## config.mk

```make
export PLATFORM = sky130hd
export DESIGN_NAME = des_core
export DESIGN_NICKNAME = d
export VERILOG_FILES = /design/src/rtl/des_pkg.sv /design/src/rtl/des_round_f.sv /design/src/rtl/des_core.sv
export SDC_FILE = /design/constraint.sdc
export NUM_CORES = 1
export LEC_CHECK = 0
export ABC_CLOCK_PERIOD_IN_PS = 5440
export CORE_MARGIN = 2
export CORE_UTILIZATION = 39
export DETAILED_ROUTE_END_ITERATION = 8
export PLACE_DENSITY = 0.6
export SETUP_SLACK_MARGIN = 0.2
export SLEW_MARGIN = 20
export SYNTH_ARGS = -nofsm -noshare
export SYNTH_HDL_FRONTEND = slang
export SYNTH_SLANG_ARGS = --single-unit
```

## constraint.sdc

```tcl
create_clock -name clk -period 5.44 [get_ports clk]
set_clock_uncertainty 0.15 [all_clocks]
set_input_delay 1.36 -clock clk [delete_from_list [all_inputs] [get_ports clk]]
set_output_delay 1.36 -clock clk [all_outputs]
set_load 0.02 [all_outputs]
```

## src/rtl/des_pkg.sv

```systemverilog
// Shared DES constants: permutation tables, S-boxes, key-shift schedule, FSM states and
// the bit-permutation helpers used by the core and its round function.
package des_pkg;

  localparam int unsigned Rounds = 16;

  typedef enum logic [1:0] {StIdle, StRound, StDone} des_state_e;

  // Table entries use DES numbering: bit 1 is the MSB of the vector.
  localparam int unsigned IpTab [64] = '{
    58, 50, 42, 34, 26, 18, 10, 2, 60, 52, 44, 36, 28, 20, 12, 4,
    62, 54, 46, 38, 30, 22, 14, 6, 64, 56, 48, 40, 32, 24, 16, 8,
    57, 49, 41, 33, 25, 17,  9, 1, 59, 51, 43, 35, 27, 19, 11, 3,
    61, 53, 45, 37, 29, 21, 13, 5, 63, 55, 47, 39, 31, 23, 15, 7
  };

  localparam int unsigned FpTab [64] = '{
    40, 8, 48, 16, 56, 24, 64, 32, 39, 7, 47, 15, 55, 23, 63, 31,
    38, 6, 46, 14, 54, 22, 62, 30, 37, 5, 45, 13, 53, 21, 61, 29,
    36, 4, 44, 12, 52, 20, 60, 28, 35, 3, 43, 11, 51, 19, 59, 27,
    34, 2, 42, 10, 50, 18, 58, 26, 33, 1, 41,  9, 49, 17, 57, 25
  };

  localparam int unsigned ETab [48] = '{
    32,  1,  2,  3,  4,  5,  4,  5,  6,  7,  8,  9,  8,  9, 10, 11,
    12, 13, 12, 13, 14, 15, 16, 17, 16, 17, 18, 19, 20, 21, 20, 21,
    22, 23, 24, 25, 24, 25, 26, 27, 28, 29, 28, 29, 30, 31, 32,  1
  };

  localparam int unsigned PTab [32] = '{
    16,  7, 20, 21, 29, 12, 28, 17,  1, 15, 23, 26,  5, 18, 31, 10,
     2,  8, 24, 14, 32, 27,  3,  9, 19, 13, 30,  6, 22, 11,  4, 25
  };

  localparam int unsigned Pc1Tab [56] = '{
    57, 49, 41, 33, 25, 17,  9,  1, 58, 50, 42, 34, 26, 18,
    10,  2, 59, 51, 43, 35, 27, 19, 11,  3, 60, 52, 44, 36,
    63, 55, 47, 39, 31, 23, 15,  7, 62, 54, 46, 38, 30, 22,
    14,  6, 61, 53, 45, 37, 29, 21, 13,  5, 28, 20, 12,  4
  };

  localparam int unsigned Pc2Tab [48] = '{
    14, 17, 11, 24,  1,  5,  3, 28, 15,  6, 21, 10,
    23, 19, 12,  4, 26,  8, 16,  7, 27, 20, 13,  2,
    41, 52, 31, 37, 47, 55, 30, 40, 51, 45, 33, 48,
    44, 49, 39, 56, 34, 53, 46, 42, 50, 36, 29, 32
  };

  localparam logic [1:0] ShiftTab [16] = '{
    2'd1, 2'd1, 2'd2, 2'd2, 2'd2, 2'd2, 2'd2, 2'd2,
    2'd1, 2'd2, 2'd2, 2'd2, 2'd2, 2'd2, 2'd2, 2'd1
  };

  // Each box is stored row-major: index = row * 16 + column.
  localparam logic [3:0] SboxTab [8][64] = '{
    '{4'd14, 4'd4, 4'd13, 4'd1, 4'd2, 4'd15, 4'd11, 4'd8, 4'd3, 4'd10, 4'd6, 4'd12, 4'd5, 4'd9, 4'd0, 4'd7,
      4'd0, 4'd15, 4'd7, 4'd4, 4'd14, 4'd2, 4'd13, 4'd1, 4'd10, 4'd6, 4'd12, 4'd11, 4'd9, 4'd5, 4'd3, 4'd8,
      4'd4, 4'd1, 4'd14, 4'd8, 4'd13, 4'd6, 4'd2, 4'd11, 4'd15, 4'd12, 4'd9, 4'd7, 4'd3, 4'd10, 4'd5, 4'd0,
      4'd15, 4'd12, 4'd8, 4'd2, 4'd4, 4'd9, 4'd1, 4'd7, 4'd5, 4'd11, 4'd3, 4'd14, 4'd10, 4'd0, 4'd6, 4'd13},
    '{4'd15, 4'd1, 4'd8, 4'd14, 4'd6, 4'd11, 4'd3, 4'd4, 4'd9, 4'd7, 4'd2, 4'd13, 4'd12, 4'd0, 4'd5, 4'd10,
      4'd3, 4'd13, 4'd4, 4'd7, 4'd15, 4'd2, 4'd8, 4'd14, 4'd12, 4'd0, 4'd1, 4'd10, 4'd6, 4'd9, 4'd11, 4'd5,
      4'd0, 4'd14, 4'd7, 4'd11, 4'd10, 4'd4, 4'd13, 4'd1, 4'd5, 4'd8, 4'd12, 4'd6, 4'd9, 4'd3, 4'd2, 4'd15,
      4'd13, 4'd8, 4'd10, 4'd1, 4'd3, 4'd15, 4'd4, 4'd2, 4'd11, 4'd6, 4'd7, 4'd12, 4'd0, 4'd5, 4'd14, 4'd9},
    '{4'd10, 4'd0, 4'd9, 4'd14, 4'd6, 4'd3, 4'd15, 4'd5, 4'd1, 4'd13, 4'd12, 4'd7, 4'd11, 4'd4, 4'd2, 4'd8,
      4'd13, 4'd7, 4'd0, 4'd9, 4'd3, 4'd4, 4'd6, 4'd10, 4'd2, 4'd8, 4'd5, 4'd14, 4'd12, 4'd11, 4'd15, 4'd1,
      4'd13, 4'd6, 4'd4, 4'd9, 4'd8, 4'd15, 4'd3, 4'd0, 4'd11, 4'd1, 4'd2, 4'd12, 4'd5, 4'd10, 4'd14, 4'd7,
      4'd1, 4'd10, 4'd13, 4'd0, 4'd6, 4'd9, 4'd8, 4'd7, 4'd4, 4'd15, 4'd14, 4'd3, 4'd11, 4'd5, 4'd2, 4'd12},
    '{4'd7, 4'd13, 4'd14, 4'd3, 4'd0, 4'd6, 4'd9, 4'd10, 4'd1, 4'd2, 4'd8, 4'd5, 4'd11, 4'd12, 4'd4, 4'd15,
      4'd13, 4'd8, 4'd11, 4'd5, 4'd6, 4'd15, 4'd0, 4'd3, 4'd4, 4'd7, 4'd2, 4'd12, 4'd1, 4'd10, 4'd14, 4'd9,
      4'd10, 4'd6, 4'd9, 4'd0, 4'd12, 4'd11, 4'd7, 4'd13, 4'd15, 4'd1, 4'd3, 4'd14, 4'd5, 4'd2, 4'd8, 4'd4,
      4'd3, 4'd15, 4'd0, 4'd6, 4'd10, 4'd1, 4'd13, 4'd8, 4'd9, 4'd4, 4'd5, 4'd11, 4'd12, 4'd7, 4'd2, 4'd14},
    '{4'd2, 4'd12, 4'd4, 4'd1, 4'd7, 4'd10, 4'd11, 4'd6, 4'd8, 4'd5, 4'd3, 4'd15, 4'd13, 4'd0, 4'd14, 4'd9,
      4'd14, 4'd11, 4'd2, 4'd12, 4'd4, 4'd7, 4'd13, 4'd1, 4'd5, 4'd0, 4'd15, 4'd10, 4'd3, 4'd9, 4'd8, 4'd6,
      4'd4, 4'd2, 4'd1, 4'd11, 4'd10, 4'd13, 4'd7, 4'd8, 4'd15, 4'd9, 4'd12, 4'd5, 4'd6, 4'd3, 4'd0, 4'd14,
      4'd11, 4'd8, 4'd12, 4'd7, 4'd1, 4'd14, 4'd2, 4'd13, 4'd6, 4'd15, 4'd0, 4'd9, 4'd10, 4'd4, 4'd5, 4'd3},
    '{4'd12, 4'd1, 4'd10, 4'd15, 4'd9, 4'd2, 4'd6, 4'd8, 4'd0, 4'd13, 4'd3, 4'd4, 4'd14, 4'd7, 4'd5, 4'd11,
      4'd10, 4'd15, 4'd4, 4'd2, 4'd7, 4'd12, 4'd9, 4'd5, 4'd6, 4'd1, 4'd13, 4'd14, 4'd0, 4'd11, 4'd3, 4'd8,
      4'd9, 4'd14, 4'd15, 4'd5, 4'd2, 4'd8, 4'd12, 4'd3, 4'd7, 4'd0, 4'd4, 4'd10, 4'd1, 4'd13, 4'd11, 4'd6,
      4'd4, 4'd3, 4'd2, 4'd12, 4'd9, 4'd5, 4'd15, 4'd10, 4'd11, 4'd14, 4'd1, 4'd7, 4'd6, 4'd0, 4'd8, 4'd13},
    '{4'd4, 4'd11, 4'd2, 4'd14, 4'd15, 4'd0, 4'd8, 4'd13, 4'd3, 4'd12, 4'd9, 4'd7, 4'd5, 4'd10, 4'd6, 4'd1,
      4'd13, 4'd0, 4'd11, 4'd7, 4'd4, 4'd9, 4'd1, 4'd10, 4'd14, 4'd3, 4'd5, 4'd12, 4'd2, 4'd15, 4'd8, 4'd6,
      4'd1, 4'd4, 4'd11, 4'd13, 4'd12, 4'd3, 4'd7, 4'd14, 4'd10, 4'd15, 4'd6, 4'd8, 4'd0, 4'd5, 4'd9, 4'd2,
      4'd6, 4'd11, 4'd13, 4'd8, 4'd1, 4'd4, 4'd10, 4'd7, 4'd9, 4'd5, 4'd0, 4'd15, 4'd14, 4'd2, 4'd3, 4'd12},
    '{4'd13, 4'd2, 4'd8, 4'd4, 4'd6, 4'd15, 4'd11, 4'd1, 4'd10, 4'd9, 4'd3, 4'd14, 4'd5, 4'd0, 4'd12, 4'd7,
      4'd1, 4'd15, 4'd13, 4'd8, 4'd10, 4'd3, 4'd7, 4'd4, 4'd12, 4'd5, 4'd6, 4'd11, 4'd0, 4'd14, 4'd9, 4'd2,
      4'd7, 4'd11, 4'd4, 4'd1, 4'd9, 4'd12, 4'd14, 4'd2, 4'd0, 4'd6, 4'd10, 4'd13, 4'd15, 4'd3, 4'd5, 4'd8,
      4'd2, 4'd1, 4'd14, 4'd7, 4'd4, 4'd10, 4'd8, 4'd13, 4'd15, 4'd12, 4'd9, 4'd0, 4'd3, 4'd5, 4'd6, 4'd11}
  };

  function automatic logic [63:0] des_ip(input logic [63:0] x);
    logic [63:0] y;
    y = '0;
    for (int i = 0; i < 64; i++) y[6'(63 - i)] = x[6'(64 - IpTab[i])];
    return y;
  endfunction

  function automatic logic [63:0] des_fp(input logic [63:0] x);
    logic [63:0] y;
    y = '0;
    for (int i = 0; i < 64; i++) y[6'(63 - i)] = x[6'(64 - FpTab[i])];
    return y;
  endfunction

  function automatic logic [47:0] des_e(input logic [31:0] x);
    logic [47:0] y;
    y = '0;
    for (int i = 0; i < 48; i++) y[6'(47 - i)] = x[5'(32 - ETab[i])];
    return y;
  endfunction

  function automatic logic [31:0] des_p(input logic [31:0] x);
    logic [31:0] y;
    y = '0;
    for (int i = 0; i < 32; i++) y[5'(31 - i)] = x[5'(32 - PTab[i])];
    return y;
  endfunction

  // Parity bits 8, 16, ..., 64 never appear in the table, so they drop out here.
  function automatic logic [55:0] des_pc1(input logic [63:0] x);
    logic [55:0] y;
    y = '0;
    for (int i = 0; i < 56; i++) y[6'(55 - i)] = x[6'(64 - Pc1Tab[i])];
    return y;
  endfunction

  function automatic logic [47:0] des_pc2(input logic [55:0] x);
    logic [47:0] y;
    y = '0;
    for (int i = 0; i < 48; i++) y[6'(47 - i)] = x[6'(56 - Pc2Tab[i])];
    return y;
  endfunction

  // Row comes from the outer bits, column from the inner four.
  function automatic logic [3:0] des_sbox(input logic [2:0] n, input logic [5:0] b);
    return SboxTab[n][{b[5], b[0], b[4:1]}];
  endfunction

  function automatic logic [27:0] rotl28(input logic [27:0] x, input logic [1:0] n);
    return (n == 2'd2) ? {x[25:0], x[27:26]} : {x[26:0], x[27]};
  endfunction

  function automatic logic [27:0] rotr28(input logic [27:0] x, input logic [1:0] n);
    return (n == 2'd2) ? {x[1:0], x[27:2]} : {x[0], x[27:1]};
  endfunction

endpackage

```

## src/rtl/des_round_f.sv

```systemverilog
// DES Feistel function f(R, K): expansion, key mix, eight S-boxes and the P permutation.
module des_round_f
  import des_pkg::*;
(
  input  logic [31:0] r,
  input  logic [47:0] k,
  output logic [31:0] f
);

  logic [47:0] mixed;
  logic [31:0] sbox_out;

  assign mixed = des_e(r) ^ k;

  for (genvar g = 0; g < 8; g++) begin : g_sbox
    assign sbox_out[31 - 4 * g -: 4] = des_sbox(3'(g), mixed[47 - 6 * g -: 6]);
  end

  assign f = des_p(sbox_out);

endmodule

```

## src/rtl/des_core.sv

```systemverilog
// Iterative DES engine: one Feistel round per clock, 16 rounds per block, with an
// on-the-fly key schedule that rotates left for encryption and right for decryption.
module des_core
  import des_pkg::*;
(
  input  logic        clk,
  input  logic        rst_n,
  input  logic        des_encipher_en,
  input  logic        des_decipher_en,
  input  logic [63:0] des_data,
  input  logic [63:0] des_key_in,
  output logic        desc_ready,
  output logic [63:0] desc_result
);

  des_state_e  state_q, state_d;
  logic [3:0]  round_q, round_d;
  logic [31:0] l_q, l_d, r_q, r_d;
  logic [27:0] key_c_q, key_c_d, key_d_q, key_d_d;
  logic        decrypt_q, decrypt_d;
  logic        ready_q, ready_d;
  logic [63:0] result_q, result_d;

  logic [3:0]  dec_idx;
  logic [27:0] c_rot, d_rot;
  logic [47:0] subkey;
  logic [31:0] f_out;
  logic [63:0] ip_blk;
  logic [55:0] pc1_key;

  // Decrypt walks the schedule backwards: round i > 1 undoes SHIFT[18 - i].
  always_comb begin
    dec_idx = 4'(5'd16 - {1'b0, round_q});
    c_rot   = key_c_q;
    d_rot   = key_d_q;
    if (!decrypt_q) begin
      c_rot = rotl28(key_c_q, ShiftTab[round_q]);
      d_rot = rotl28(key_d_q, ShiftTab[round_q]);
    end else if (round_q != 4'd0) begin
      c_rot = rotr28(key_c_q, ShiftTab[dec_idx]);
      d_rot = rotr28(key_d_q, ShiftTab[dec_idx]);
    end
    subkey = des_pc2({c_rot, d_rot});
  end

  des_round_f u_round_f (
    .r (r_q),
    .k (subkey),
    .f (f_out)
  );

  assign ip_blk  = des_ip(des_data);
  assign pc1_key = des_pc1(des_key_in);

  always_comb begin
    state_d   = state_q;
    round_d   = round_q;
    l_d       = l_q;
    r_d       = r_q;
    key_c_d   = key_c_q;
    key_d_d   = key_d_q;
    decrypt_d = decrypt_q;
    ready_d   = 1'b0;
    result_d  = result_q;

    unique case (state_q)
      StIdle: begin
        if (des_encipher_en || des_decipher_en) begin
          decrypt_d = ~des_encipher_en;
          l_d       = ip_blk[63:32];
          r_d       = ip_blk[31:0];
          key_c_d   = pc1_key[55:28];
          key_d_d   = pc1_key[27:0];
          round_d   = 4'd0;
          state_d   = StRound;
        end
      end
      StRound: begin
        l_d     = r_q;
        r_d     = l_q ^ f_out;
        key_c_d = c_rot;
        key_d_d = d_rot;
        round_d = round_q + 4'd1;
        if (round_q == 4'(Rounds - 1)) begin
          // Output is R16 || L16: the last round's swap is undone before FP.
          result_d = des_fp({l_q ^ f_out, r_q});
          ready_d  = 1'b1;
          state_d  = StDone;
        end
      end
      StDone: begin
        state_d = StIdle;
      end
      default: begin
        state_d = StIdle;
      end
    endcase
  end

  always_ff @(posedge clk or negedge rst_n) begin
    if (!rst_n) begin
      state_q   <= StIdle;
      round_q   <= 4'd0;
      l_q       <= '0;
      r_q       <= '0;
      key_c_q   <= '0;
      key_d_q   <= '0;
      decrypt_q <= 1'b0;
      ready_q   <= 1'b0;
      result_q  <= '0;
    end else begin
      state_q   <= state_d;
      round_q   <= round_d;
      l_q       <= l_d;
      r_q       <= r_d;
      key_c_q   <= key_c_d;
      key_d_q   <= key_d_d;
      decrypt_q <= decrypt_d;
      ready_q   <= ready_d;
      result_q  <= result_d;
    end
  end

  assign desc_ready  = ready_q;
  assign desc_result = result_q;

endmodule

```

==> impl_metrics.yaml, run 1 <==
cts:
  clockBufferDepth: 2
  clock_latency_ps: 430
  root_buffer: "clkbuf_16"
  cts_tree: "done"
  cts_hold_buffers: 0
  cts_buffers: 17
  path_clk_slew_ps: 80
  htreeDepth: 4
  cts.sinks: 152
synthesis:
  synth_area_mm2: 0.01116
  ys_seq_elements: 152
  async_flop_share_pct: 100.0
  syn_inst: 1343
  ys.flop_type: "dfrtp_1"
  synth.area.top_cells: "dfrtp_1, nand2_1, mux2i_1"
  yosysWarnings: 0
  seq_area_frac_synth_pct: 34.09
  synth_edf_count: 0
  syn_avg_cell_area_um2: 8.307
  synth_cell_types: 80
  synth_largest_area_cell: "dfrtp_1"
  netlist.area_leader.share_pct: 34.09
floorplanning:
  die_area_mm2: 0.02998
  initial_utilization_pct: 39.83
  die_height_um: 173.1
  core.rowCount: 61
  ios: 197
  die_x_um: 173.1
  core_area_mm2: 0.02801
setup_path:
  crit_chain: "inv_1 > ha_2 > nor3b_1 > or4_1 > a21o_1 > mux2_1 > o21ai_1 > xnor2_1 > ha_1 > inv_1 > xnor3_1 > mux4_2 > mux2i_1 > xor2_1 > a21oi_1"
  critPathSlowestCell: "or4_1"
  startpoint_type: "flop"
  crit_path_frequent_cell: "inv_1"
  critPathMaxFanout: 11
  cp.arrival_ps: 5010
  cp_num_buf_inv: 2
  endpoint_kind: "flop"
  worstSetupPathType: "flop to flop"
  r2r_end: "r_q[10]"
  cpLargestDelayFamily: "multiplexers"
  r2r-start: "round_q[1]"
  r2r_cells: 15
  r2r_slack_ps: 570
  worstPathRequired_ps: 5570
  max_stage_delay_ps: 630
detailed_routing:
  drtIter0Drc: 923
  top_layer: "met4"
  antenna_left: 0
  dr.pass1.iters: 5
  via_per_inst: 5.741
  post_drt_wl_per_cell_um: 19.11
  wl_met1_um: 15500
  drc: 0
  met3WireLength_um: 2686
  num_vias: 10265
  met2_length_um: 15140
  drt-total-wl_um: 34160
timing:
  finalCritPeriodShare_pct: 89.60
  min_period_ps: 4874
  slew_headroom_pct: 28.91
  rsz0062_at_grt: "false"
  report.final.hold_viol_count: 0
  fin_tns_setup_ps: 0
  fin_ws_ps: 565.7
  tightestPinTransition_ps: 1066
  fmax_ghz: 0.2052
  slew_violations: 0
  setup_violations: 0
min_path:
  holdPathStages: 2
  hold_path_class: "flop to flop"
  min_to: "desc_result[6]"
  min_from: "desc_result[6]"
placement:
  place.gp.congestion: 0.9157
  io_buffers: 96
  dp_hpwl_um: 23310
  dp_slack_ps: 451.4
grt:
  track_usage_pct: 22.87
  grt_pass1_vias: 9905
  grt_start_max_net_pins: 92
  antenna_found_initial: 0
  grt_overflow: 0
  grt_pass1_wl_um: 55320
final_layout:
  fill_cells: 2768
  layout.nets: 1561
  drive_above_1_share_pct: 10.93
  final_core_util_pct: 46.42
  area_growth_pct: 16.53
run_status:
  outcome: "completed"
run:
  maxCapViolations: 0
-- cell type report --
| type | count | area [um^2] | area share [%] |
|---|---|---|---|
| antenna | 1 | 2.502 | 0.01925 |
| clock buffer | 18 | 439.2 | 3.378 |
| clock inverter | 14 | 148.9 | 1.145 |
| inverter | 33 | 123.9 | 0.9528 |
| multi-input combinational | 1055 | 6713 | 51.63 |
| sequential | 152 | 3806 | 29.28 |
| tap | 378 | 473.0 | 3.638 |
| timing repair buffer | 137 | 1295 | 9.961 |
-- placed cells by master, fill, tap and decap left out, types with 7 or more instances in the layout --
master           instances
o22ai_1                 17
dfrtp_1                150
ha_1                    32
mux2i_1                 62
or3_1                   14
a211oi_1                27
xnor2_1                 22
nand3_1                 46
nor2_1                  59
conb_1                  32
o22a_1                   9
clkbuf_16               17
a22oi_1                 23
a31oi_1                 17
and3_1                  11
o21ai_1                 10
nand2_1                266
o221ai_1                12
a21oi_1                 46
a31o_2                  10
nor3_1                  13
mux2_2                  30
xor2_1                  17
inv_1                   28
clkdlybuf4s50_1         95
nor3b_1                  7
buf_4                   39
o31ai_1                 13
a221o_1                 13
o21a_1                   9
o21ai_0                121
o211ai_1                18
-- tightest hold or removal path: cells and delay by family (launching register included) --
family / cells / cell delay (ps)
DFF: 1 / 350
and+or+nand+nor: 2 / 110
-- cells in the mapped netlist (all sizes together) (5+ instances only) --
master,n
dfrtp,152
o22a,9
inv,31
a211oi,33
and3,11
nand3,46
or2,9
mux2i,64
a221oi,7
a21o,5
a21oi,47
nand2,267
o221ai,12
o21ai,134
xor2,18
a22oi,23
a31o,11
xnor2,23
and2,6
nor3b,7
nor2,62
mux2,33
o31ai,13
clkbuf,65
buf,69
a31oi,17
o211ai,18
ha,33
o22ai,17
o21a,10
a221o,13
nor3,13
or3,14
-- routing by layer --
metal  vias up  global-route usage (%)
met1      4975                   31.39
met2       372                   35.30
met4         0                   7.097
li1       4860                       -
met3        58                   5.915
met5         -                       0
-- worst max path at each step --
stage,slack [ps],end,depth (start not counted),startpoint
2_1_floorplan,920,r_q[10],18,round_q[1]
3_3_place_gp,480,r_q[10],15,round_q[1]
6_report,570,r_q[10],15,round_q[1]
4_1_cts,410,r_q[10],15,round_q[1]
3_5_place_dp,450,r_q[10],15,round_q[1]
5_1_grt,230,r_q[10],15,round_q[1]
-- metrics by stage --
step / instance area (um^2) / std cells / hold WS [ps]
floorplan: 11270 / 1374 / 310.5
global placement: 12410 / 1755 / 312.9
finish: 13000 / 1788 / 331.8
detailed placement: 12410 / 1755 / 312.0
CTS: 13000 / 1787 / 336.0
global route: 13000 / 1787 / 347.5
-- flip-flops by register name, indices dropped and copies added (netlist names) --
name,cells
round_q,4
decrypt_q,1
r_q,28
desc_result,32
state_q,2
desc_ready,1
key_d_q,28
key_c_q,28
l_q,28
-- timing repair --
action / CTS / global route
gates resized for setup: 0 / 2
setup buffers: 0 / 0
endpoints found under the setup margin: 0 / 6
-- logic make-up (layout without fill, tap and decap cells) --
kind of cell,Yosys count,after routing,share of synthesized area (%)
flops,152,152,34.09
compound gates,396,396,23.93
simple gates,452,452,17.63
other cells,1,33,0.03361
buf+inv,167,202,7.200
fa+ha+maj,33,33,3.701
mux,100,100,9.857
xor+xnor,42,42,3.555
Power of run 1 is not shown: default switching activity piles up to over one toggle a cycle in this logic, so the estimate is an artifact.
==> inputs of run 2 (changes only) <==
--- a/config.mk
+++ b/config.mk
@@ -6,11 +6,13 @@
 export NUM_CORES = 1
 export LEC_CHECK = 0
 export ABC_CLOCK_PERIOD_IN_PS = 5440
+export CAP_MARGIN = 30
 export CORE_MARGIN = 2
 export CORE_UTILIZATION = 39
 export DETAILED_ROUTE_END_ITERATION = 8
 export PLACE_DENSITY = 0.6
 export SETUP_SLACK_MARGIN = 0.2
+export SKIP_CTS_REPAIR_TIMING = 1
 export SLEW_MARGIN = 20
 export SYNTH_ARGS = -nofsm -noshare
 export SYNTH_HDL_FRONTEND = slang
==> impl_metrics.yaml, run 2 (synthesis results as in run 1) <==
cts:
  cts.sinks: 152
  root_buffer: "clkbuf_16"
  cts_tree: "done"
  path_clk_slew_ps: 70
  cts_buffers: 17
  clockBufferDepth: 2
  htreeDepth: 4
  clock_latency_ps: 430
detailed_routing:
  met3WireLength_um: 2730
  num_vias: 10251
  antenna_left: 0
  drtIter0Drc: 967
  post_drt_wl_per_cell_um: 19.19
  met2_length_um: 15480
  drt-total-wl_um: 34350
  dr.pass1.iters: 5
  top_layer: "met4"
  wl_met1_um: 15570
  drc: 0
  via_per_inst: 5.727
timing:
  finalCritPeriodShare_pct: 91.18
  setup_violations: 0
  slew_headroom_pct: 36.15
  fin_tns_setup_ps: 0
  fmax_ghz: 0.2016
  min_period_ps: 4960
  rsz0062_at_grt: "false"
  slew_violations: 0
  whs_ps: 326.3
  report.final.hold_viol_count: 0
  tightestPinTransition_ps: 955.7
run_status:
  outcome: "completed"
grt:
  grt_overflow: 0
  grt_start_max_net_pins: 92
  grt_pass1_vias: 9856
  antenna_found_initial: 0
  grt_pass1_wl_um: 55710
  track_usage_pct: 22.95
placement:
  io_buffers: 96
  dp_hpwl_um: 23410
  place.gp.congestion: 0.9157
final_layout:
  mostFrequentLayoutCell: "nand2_1"
  layout.cells.most_common_list: "nand2_1, dfrtp_1, o21ai_0, clkdlybuf4s50_1, mux2i_1"
  layout.nets: 1563
  drive_above_1_share_pct: 10.99
  area_growth_pct: 16.82
  largest_reg_flops: 32
  multi_input_area_mm2: 0.006710
  fill_cells: 2789
  regArea_mm2: 0.003806
  final_core_util_pct: 46.53
floorplanning:
  die_height_um: 173.1
  die_area_mm2: 0.02998
  ios: 197
  die_x_um: 173.1
  initial_utilization_pct: 39.83
  core_area_mm2: 0.02801
  core.rowCount: 61
min_path:
  holdPathStages: 2
  hold_path_class: "flop to flop"
setup_path:
  cp.arrival_ps: 5090
  critPathSlowestCell: "or4_1"
  r2r_cells: 15
  startpoint_type: "flop"
  max_stage_delay_ps: 640
  endpoint_kind: "flop"
  worstPathRequired_ps: 5570
  critPathMaxFanout: 11
  crit_chain: "inv_1 > ha_1 > nor3b_1 > or4_1 > a21o_1 > mux2_1 > o21ai_1 > xnor2_1 > ha_1 > inv_1 > xnor3_1 > mux4_2 > mux2i_1 > xor2_1 > a21oi_1"
  worstSetupPathType: "flop to flop"
  r2r_slack_ps: 480
run:
  maxCapViolations: 0
[run 2: changes by cell type in the layout (fill, tap and decap cells not counted)]
cell | before | now
buf_16 | 0 | 1
buf_4 | 39 | 40
ha_1 | 32 | 33
ha_2 | 1 | 0
o21ai_0 | 121 | 120
o21ai_1 | 10 | 11
[run 2: final timing paths]
check | from | to
min in group asynchronous | rst_n | l_q[17]
min reg2reg | desc_result[1] | desc_result[1]
max reg2reg | round_q[1] | r_q[10]
max in group asynchronous | rst_n | r_q[19]
max | round_q[1] | r_q[10]
min | desc_result[1] | desc_result[1]
[run 2: through the flow]
step                area (um^2)  worst slack [ps]  cells
finish                    13030             479.6   1790
global route              13030             213.2   1789
CTS                       13000             424.7   1788
detailed placement        12410             452.1   1756
global placement          12410             477.9   1755
floorplan                 11270             916.0   1374
[run 2: final cells by class]
| class | count | area share [%] |
|---|---|---|
| sequential | 152 | 29.20 |
| antenna | 1 | 0.01920 |
| clock buffer | 18 | 3.369 |
| multi-input combinational | 1055 | 51.48 |
| timing repair buffer | 139 | 10.20 |
| clock inverter | 14 | 1.142 |
| inverter | 33 | 0.9504 |
| tap | 378 | 3.629 |
[run 2: per-layer routing]
| metal | global-route usage [%] | vias to the layer above |
|---|---|---|
| met3 | 5.629 | 32 |
| met4 | 5.650 | 0 |
| met5 | 0 | - |
| met2 | 36.02 | 410 |
| li1 | - | 4865 |
| met1 | 31.76 | 4944 |
[run 2: worst max-delay path: cells and delay by family (launching register included)]
kind / cells / cell delay, ps
buf+inv: 2 / 330
xor+xnor: 3 / 700
simple gates: 2 / 730
flops: 1 / 490
fa+ha+maj: 2 / 590
compound gates: 3 / 750
mux: 3 / 1090
Power of run 2 is left out for the same reason.
==> inputs of run 3 (changes only) <==
--- a/config.mk
+++ b/config.mk
@@ -7,7 +7,7 @@
 export LEC_CHECK = 0
 export ABC_CLOCK_PERIOD_IN_PS = 5440
 export CAP_MARGIN = 30
-export CORE_MARGIN = 2
+export CORE_MARGIN = 8
 export CORE_UTILIZATION = 39
 export DETAILED_ROUTE_END_ITERATION = 8
 export PLACE_DENSITY = 0.6
==> impl_metrics.yaml, run 3 (synthesis results as in run 1) <==
floorplanning:
  ios: 197
  die_area_mm2: 0.03428
  core.rowCount: 62
  die_height_um: 185.1
  core_area_mm2: 0.02847
  initial_utilization_pct: 39.19
  die_x_um: 185.1
setup_path:
  worstPathRequired_ps: 5570
  critPathMaxFanout: 11
  endpoint_kind: "flop"
  startpoint_type: "flop"
  cp.arrival_ps: 4970
  r2r_cells: 15
  worstSetupPathType: "flop to flop"
cts:
  clock_latency_ps: 430
  cts_tree: "done"
  path_clk_slew_ps: 80
  htreeDepth: 4
  root_buffer: "clkbuf_16"
  cts.sinks: 152
  clockBufferDepth: 2
  cts_buffers: 17
timing:
  tightestPinTransition_ps: 971.8
  fin_ws_ps: 606.1
  fmax_ghz: 0.2069
  min_period_ps: 4834
  slew_violations: 0
  rsz0062_at_grt: "false"
  setup_violations: 0
  slew_headroom_pct: 35.22
  whs_ps: 330.0
  finalCritPeriodShare_pct: 88.86
  report.final.hold_viol_count: 0
  fin_tns_setup_ps: 0
final_layout:
  antenna_cells: 0
  layout.cells.most_common_list: "nand2_1, dfrtp_1, o21ai_0, clkdlybuf4s50_1, mux2i_1"
  largest_reg_flops: 32
  final_core_util_pct: 45.71
  drive_above_1_share_pct: 10.60
  area_growth_pct: 16.63
  layout.nets: 1557
  fill_cells: 2822
  mostFrequentLayoutCell: "nand2_1"
grt:
  grt_start_max_net_pins: 86
  track_usage_pct: 20.21
  grt_pass1_wl_um: 55410
  grt_overflow: 0
  grt_pass1_vias: 9880
  antenna_found_initial: 0
min_path:
  holdPathStages: 2
  hold_path_class: "flop to flop"
detailed_routing:
  dr.pass1.iters: 5
  antenna_left: 0
  drt-total-wl_um: 34560
  via_per_inst: 5.705
  drc: 0
  post_drt_wl_per_cell_um: 19.32
  drtIter0Drc: 765
  num_vias: 10206
placement:
  place.gp.congestion: 0.9026
  io_buffers: 96
  dp_slack_ps: 629.4
  dp_hpwl_um: 23520
run:
  maxCapViolations: 0
run_status:
  outcome: "completed"
==> run 3: stage by stage <==
stage	cells	area [um^2]
4_1_cts	1789	13010
2_1_floorplan	1374	11270
3_3_place_gp	1757	12400
3_5_place_dp	1757	12400
5_1_grt	1789	13010
6_report	1789	13010
==> run 3: routing by layer <==
layer | global-route usage [%] | up-vias | part of all wire [%]
met5 | 0 | - | 0
li1 | - | 4862 | -
met3 | 4.531 | 56 | 7.5
met1 | 27.83 | 4900 | 46
met2 | 31.13 | 388 | 44
met4 | 6.242 | 0 | 2.4
==> run 3: worst paths after layout <==
| kind | slack, ps | to | start |
|---|---|---|---|
| hold reg to reg | 330 | desc_result[2] | desc_result[2] |
| setup / recovery | 610 | r_q[10] | round_q[0] |
| max in group asynchronous | 3470 | r_q[1] | rst_n |
| min in group asynchronous | 790 | l_q[17] | rst_n |
| hold / removal | 330 | desc_result[2] | desc_result[2] |
| setup reg to reg | 610 | r_q[10] | round_q[0] |
==> run 3: final cells by class <==
class | instances | area, um^2 | area share [%]
clock inverters | 14 | 173.9 | 1.337
well taps | 384 | 480.5 | 3.692
repair buffers | 133 | 1277 | 9.817
inverters | 33 | 123.9 | 0.9519
flip-flops and latches | 152 | 3805 | 29.24
clock buffers | 18 | 439.2 | 3.375
multi-input cells | 1055 | 6713 | 51.59
==> run 3: critical path, cell delays in order (launching register included) <==
cell	delay, ps
dfrtp_1	520
inv_1	130
ha_1	300
nor4bb_1	160
or4_1	560
a21o_1	330
mux2_1	350
o21ai_1	330
xnor2_1	200
ha_1	260
inv_1	140
xnor3_1	350
mux4_2	460
mux2i_1	200
xor2_1	170
a21oi_1	80
Power of run 3 is left out for the same reason.
